## config.mk

```make
export PLATFORM = sky130hd
export DESIGN_NAME = pipe_alu4_p
export DESIGN_NICKNAME = d
export VERILOG_FILES = /design/src/rtl/pipe_alu4_p.sv
export SDC_FILE = /design/constraint.sdc
export NUM_CORES = 2
export LEC_CHECK = 0
export CAP_MARGIN = 20
export CELL_PAD_IN_SITES_DETAIL_PLACEMENT = 0
export CELL_PAD_IN_SITES_GLOBAL_PLACEMENT = 1
export CORE_MARGIN = 5
export CORE_UTILIZATION = 35
export DETAILED_ROUTE_END_ITERATION = 7
export PLACE_DENSITY_LB_ADDON = 0.25
export SLEW_MARGIN = 10
export SYNTH_ARGS = -nofsm -noshare
export SYNTH_HDL_FRONTEND = slang
export SYNTH_SLANG_ARGS = --single-unit
```

## constraint.sdc

```tcl
create_clock -name clk -period 17.4 [get_ports clk]
set_input_delay 5.22 -clock clk [delete_from_list [all_inputs] [get_ports clk]]
set_output_delay 5.22 -clock clk [all_outputs]
set_load 0.02 [all_outputs]
```

## src/rtl/pipe_alu4_p.sv

```systemverilog
// pipe_alu4_p: four-stage pipelined ALU with forwarding register bank and data memory
// Ports: clk, rst_n (async active-low reset)
//        in_valid, rs1, rs2, rd, func, addr : instruction issue
//        dbg_addr -> dbg_data               : registered memory read port
//        out_valid, zout, out_addr, out_err : stage-3 retiring instruction
module pipe_alu4_p #(
    parameter int DW   = 16,
    parameter int RA_W = 4,
    parameter int MA_W = 8
) (
    input  logic            clk,
    input  logic            rst_n,
    input  logic            in_valid,
    input  logic [RA_W-1:0] rs1,
    input  logic [RA_W-1:0] rs2,
    input  logic [RA_W-1:0] rd,
    input  logic [3:0]      func,
    input  logic [MA_W-1:0] addr,
    input  logic [MA_W-1:0] dbg_addr,
    output logic [DW-1:0]   dbg_data,
    output logic            out_valid,
    output logic [DW-1:0]   zout,
    output logic [MA_W-1:0] out_addr,
    output logic            out_err
);
    logic [DW-1:0]   regs [2**RA_W];
    logic [DW-1:0]   mem  [2**MA_W];
    logic            s1_valid;
    logic [DW-1:0]   s1_a;
    logic [DW-1:0]   s1_b;
    logic [RA_W-1:0] s1_rd;
    logic [3:0]      s1_func;
    logic [MA_W-1:0] s1_addr;
    logic            s2_valid;
    logic            s2_err;
    logic [DW-1:0]   s2_res;
    logic [RA_W-1:0] s2_rd;
    logic [MA_W-1:0] s2_addr;
    logic [DW-1:0]   alu;
    logic            s1_err;
    logic            s1_fwd;
    logic            s2_fwd;
    logic [DW-1:0]   op_a;
    logic [DW-1:0]   op_b;

    assign s1_err = s1_func[3] & s1_func[2];

    always_comb begin
        alu = '0;
        case (s1_func)
            4'd0:    alu = s1_a + s1_b;
            4'd1:    alu = s1_a - s1_b;
            4'd2:    alu = s1_a * s1_b;
            4'd3:    alu = s1_a;
            4'd4:    alu = s1_b;
            4'd5:    alu = s1_a & s1_b;
            4'd6:    alu = s1_a | s1_b;
            4'd7:    alu = s1_a ^ s1_b;
            4'd8:    alu = -s1_a;
            4'd9:    alu = -s1_b;
            4'd10:   alu = s1_a >> 1;
            4'd11:   alu = s1_b << 1;
            default: alu = '0;
        endcase
    end

    // Only legal, valid instructions may forward; the youngest producer wins.
    assign s1_fwd = s1_valid & ~s1_err;
    assign s2_fwd = s2_valid & ~s2_err;
    assign op_a = (s1_fwd && s1_rd == rs1) ? alu : (s2_fwd && s2_rd == rs1) ? s2_res : regs[rs1];
    assign op_b = (s1_fwd && s1_rd == rs2) ? alu : (s2_fwd && s2_rd == rs2) ? s2_res : regs[rs2];

    always_ff @(posedge clk or negedge rst_n) begin
        if (!rst_n) begin
            s1_valid  <= 1'b0;
            s1_a      <= '0;
            s1_b      <= '0;
            s1_rd     <= '0;
            s1_func   <= '0;
            s1_addr   <= '0;
            s2_valid  <= 1'b0;
            s2_err    <= 1'b0;
            s2_res    <= '0;
            s2_rd     <= '0;
            s2_addr   <= '0;
            out_valid <= 1'b0;
            zout      <= '0;
            out_addr  <= '0;
            out_err   <= 1'b0;
            dbg_data  <= '0;
            for (int k = 0; k < 2**RA_W; k++) regs[k] <= DW'(k);
        end else begin
            s1_valid  <= in_valid;
            s1_a      <= op_a;
            s1_b      <= op_b;
            s1_rd     <= rd;
            s1_func   <= func;
            s1_addr   <= addr;
            s2_valid  <= s1_valid;
            s2_err    <= s1_valid & s1_err;
            s2_res    <= alu;
            s2_rd     <= s1_rd;
            s2_addr   <= s1_addr;
            out_valid <= s2_valid;
            zout      <= s2_res;
            out_addr  <= s2_addr;
            out_err   <= s2_err;
            dbg_data  <= mem[dbg_addr];
            if (s2_valid && !s2_err) regs[s2_rd] <= s2_res;
        end
    end

    // Memory is not reset; out_valid is cleared by reset so flushed work never lands here.
    always_ff @(posedge clk) begin
        if (out_valid && !out_err) mem[out_addr] <= zout;
    end
endmodule

```

==> reports/qor.csv <==
stage,metric,value,unit
timing,fin_setup_tns,0,ps
finish,nets,8961,
setup_path,max_stage_delay,820,ps
setup_path,worstPathCellList,buf_8 -> buf_12 -> buf_4 -> buf_4 -> mux4_2 -> mux4_2 -> a22o_1 -> o21ai_0 -> nand3_1,
timing,finalHoldViolCount,0,
detailed_routing,vias,88100,
clocking,clk_pin_slew,60,ps
setup_path,startpoint_type,input pin,
clocking,cts_sinks,4473,
finish,regArea,133000,µm²
clocking,cts_inserted_buffers,458,
pwr,powerDensity,128,nW/µm²
setup_path,critPathMaxFanout,88,
clocking,cts.repair.resized,0,
place,port_buffers,76,
timing,finalMaxSlewViolations,0,
synth,synth_flop_cell,edfxtp_1,
pwr,p_leak,0.0676,µW
floorplan,dieWidth,728,µm
timing,setup_violations,0,
timing,slew_headroom,0.186,
synth,yosys_warnings,0,
detailed_routing,drc,0,
job,drv_cap,0,
setup_path,crit_slowest_cell,o21ai_0,
floorplan,start_util,0.351,
synth,yosysSeqAreaShare,0.734,
detailed_routing,final_antenna_net_count,0,
setup_path,cp_top_family,buffers and inverters,
floorplan,core_area,513000,µm²
setup_path,worst-r2r-cell-count,19,
global_route,overflow,0,
global_route,grt_pass1_vias,91500,
detailed_routing,via_per_inst,5.54,
synth,synth_edf_count,4096,
place,gp_congestion,0.808,
synth,synth_cell_types,73,
setup_path,endpoint_kind,register,
timing,tightest_slew,1220,ps
finish,mostFrequentLayoutCell,edfxtp_1,
hold_path,hold_path_depth,0,
detailed_routing,drt_first_iter_violations,9595,
detailed_routing,totalWireLength,505000,µm
global_route,grt_antenna_before_repair,26,
synth,synth_seq_cells,4473,
clocking,insertion_delay,1070,ps
outcome,status,completed,
detailed_routing,wl_per_cell,31.8,µm
clocking,htreeDepth,5,
setup_path,crit_type,input pin to register,
finish,finalInstanceArea,207000,µm²
finish,final_cell_mix,"edfxtp_1, mux4_2, clkbuf_16, buf_4, dfrtp_1",
setup_path,worst-path-buf-inv,4,
synth,synthCells,8266,
timing,rsz0062_at_grt,no,
timing,fmax,107,MHz
place,post-dp-hpwl,297000,µm
floorplan,rows,263,
synth,syn_area,180000,µm²
clocking,clockRootBuffer,clkbuf_16,
setup_path,arrival,10270,ps
synth,synthArstFlopShare,0.0843,
global_route,grt_use_total,0.188,
floorplan,dieHeight,728,µm
setup_path,crit_cells,9,
place,place_inst,15000,
floorplan,die-area,530000,µm²
place,place_area,192000,µm²
detailed_routing,first_pass_iters,5,
clocking,post_cts_buffers,0,
timing,finalCriticalPeriod,9380,ps
global_route,grt_max_degree,145,
clocking,ctsHoldBuffers,0,
timing,hold_slack,340,ps
hold_path,hold_path.class,register to register,
timing,min_period_over_period,0.539,
clocking,clock_path_buffers,4,
synth,syn_nets,8480,
timing,fin_skew,72.6,ps
floorplan,io_pins,77,
setup_path,crit_required,18300,ps
finish,syn_to_final_growth,14.7,%
finish,drive_gt1_frac,0.331,
synth,syn_area_per_cell,21.8,µm²
global_route,grt_pass1_wl,715000,µm
finish,nFillCells,44900,
finish,layoutNonFillerInstCount,15900,
clocking,cts_tree,built,
finish,multiInputGateArea,45900,µm²
pwr,peakVddDrop,0.0970,mV
## synth_stat cells (32+ instances only)
library cell	instances	area, µm²
dfstp_2	32	841
nor2_1	394	1480
a22o_1	68	596
nand3_1	62	310
mux2_2	268	3020
xnor2_1	68	596
o21ai_0	47	235
inv_1	148	556
buf_2	112	561
nand2_1	195	732
fa_1	81	1620
a22oi_1	100	751
mux4_2	1440	32400
edfxtp_1	4096	123000
ha_1	98	1230
buf_1	61	229
clkbuf_1	299	1120
dfrtp_1	345	8630
a21oi_1	46	230
## layer usage
metal  vias to the layer above  part of all wire  global-route usage  wire [µm]
li1                      35500                 -                   -          -
met1                     48600              0.42               0.265     214000
met2                      3391              0.49               0.307     246000
met3                       681             0.066              0.0273      33400
met4                         2             0.025              0.0461      12400
met5                         -          0.000032                   0         16
## registers in the layout, summed over array words and instances, names as in the netlist
name and count:
s2_err 1, s1_rd 4, regs 256, s2_addr 8, s2_valid 1, out_valid 1, s1_valid 1, dbg_data 16
s1_a 16, out_addr 8, s1_b 16, out_err 1, zout 16, s2_rd 4, s2_res 16, s1_func 4
mem 4096, s1_addr 8
## cells by family after synthesis
kind of cell / count (synthesis) / synth area share
compound gates: 376 / 0.0150
simple gates: 770 / 0.0181
mux: 1726 / 0.198
xor+xnor: 97 / 0.00479
buf+inv: 645 / 0.0146
fa+ha+maj: 179 / 0.0158
flops: 4473 / 0.734
## through the flow
step	utilization	setup WS (ps)	power (µW)
after floorplan	-	8890	15400
after global placement	0.373	6650	16600
after detailed placement	0.374	6830	16800
after CTS	0.403	7930	26700
after global routing	0.403	7890	27400
final	0.403	8020	26400
## final timing paths
kind,from,to,slack [ps]
max in group asynchronous,rst_n,regs[227],11120
min in group asynchronous,rst_n,s1_func[3],4200
hold reg to reg,s1_addr[4],s2_addr[4],340
setup / recovery,dbg_addr[1],dbg_data[7],8020
hold / removal,s1_addr[4],s2_addr[4],340
setup reg to reg,s1_b[1],s1_a[15],10230
## power by group
group	total [µW]	switching, µW	internal [µW]
registers	13200	447	12800
logic	3260	2140	1120
clock network	9950	4170	5780
## final cells by class
class | count | area share
antenna | 5 | 0.0000604
clock buffer | 573 | 0.0586
clock inverter | 276 | 0.0147
inverter | 157 | 0.00285
multi-input combinational | 3148 | 0.222
sequential | 4473 | 0.640
tap | 6757 | 0.0408
timing repair buffer | 509 | 0.0208
No activity file was read; power rests on OpenSTA's default activity.
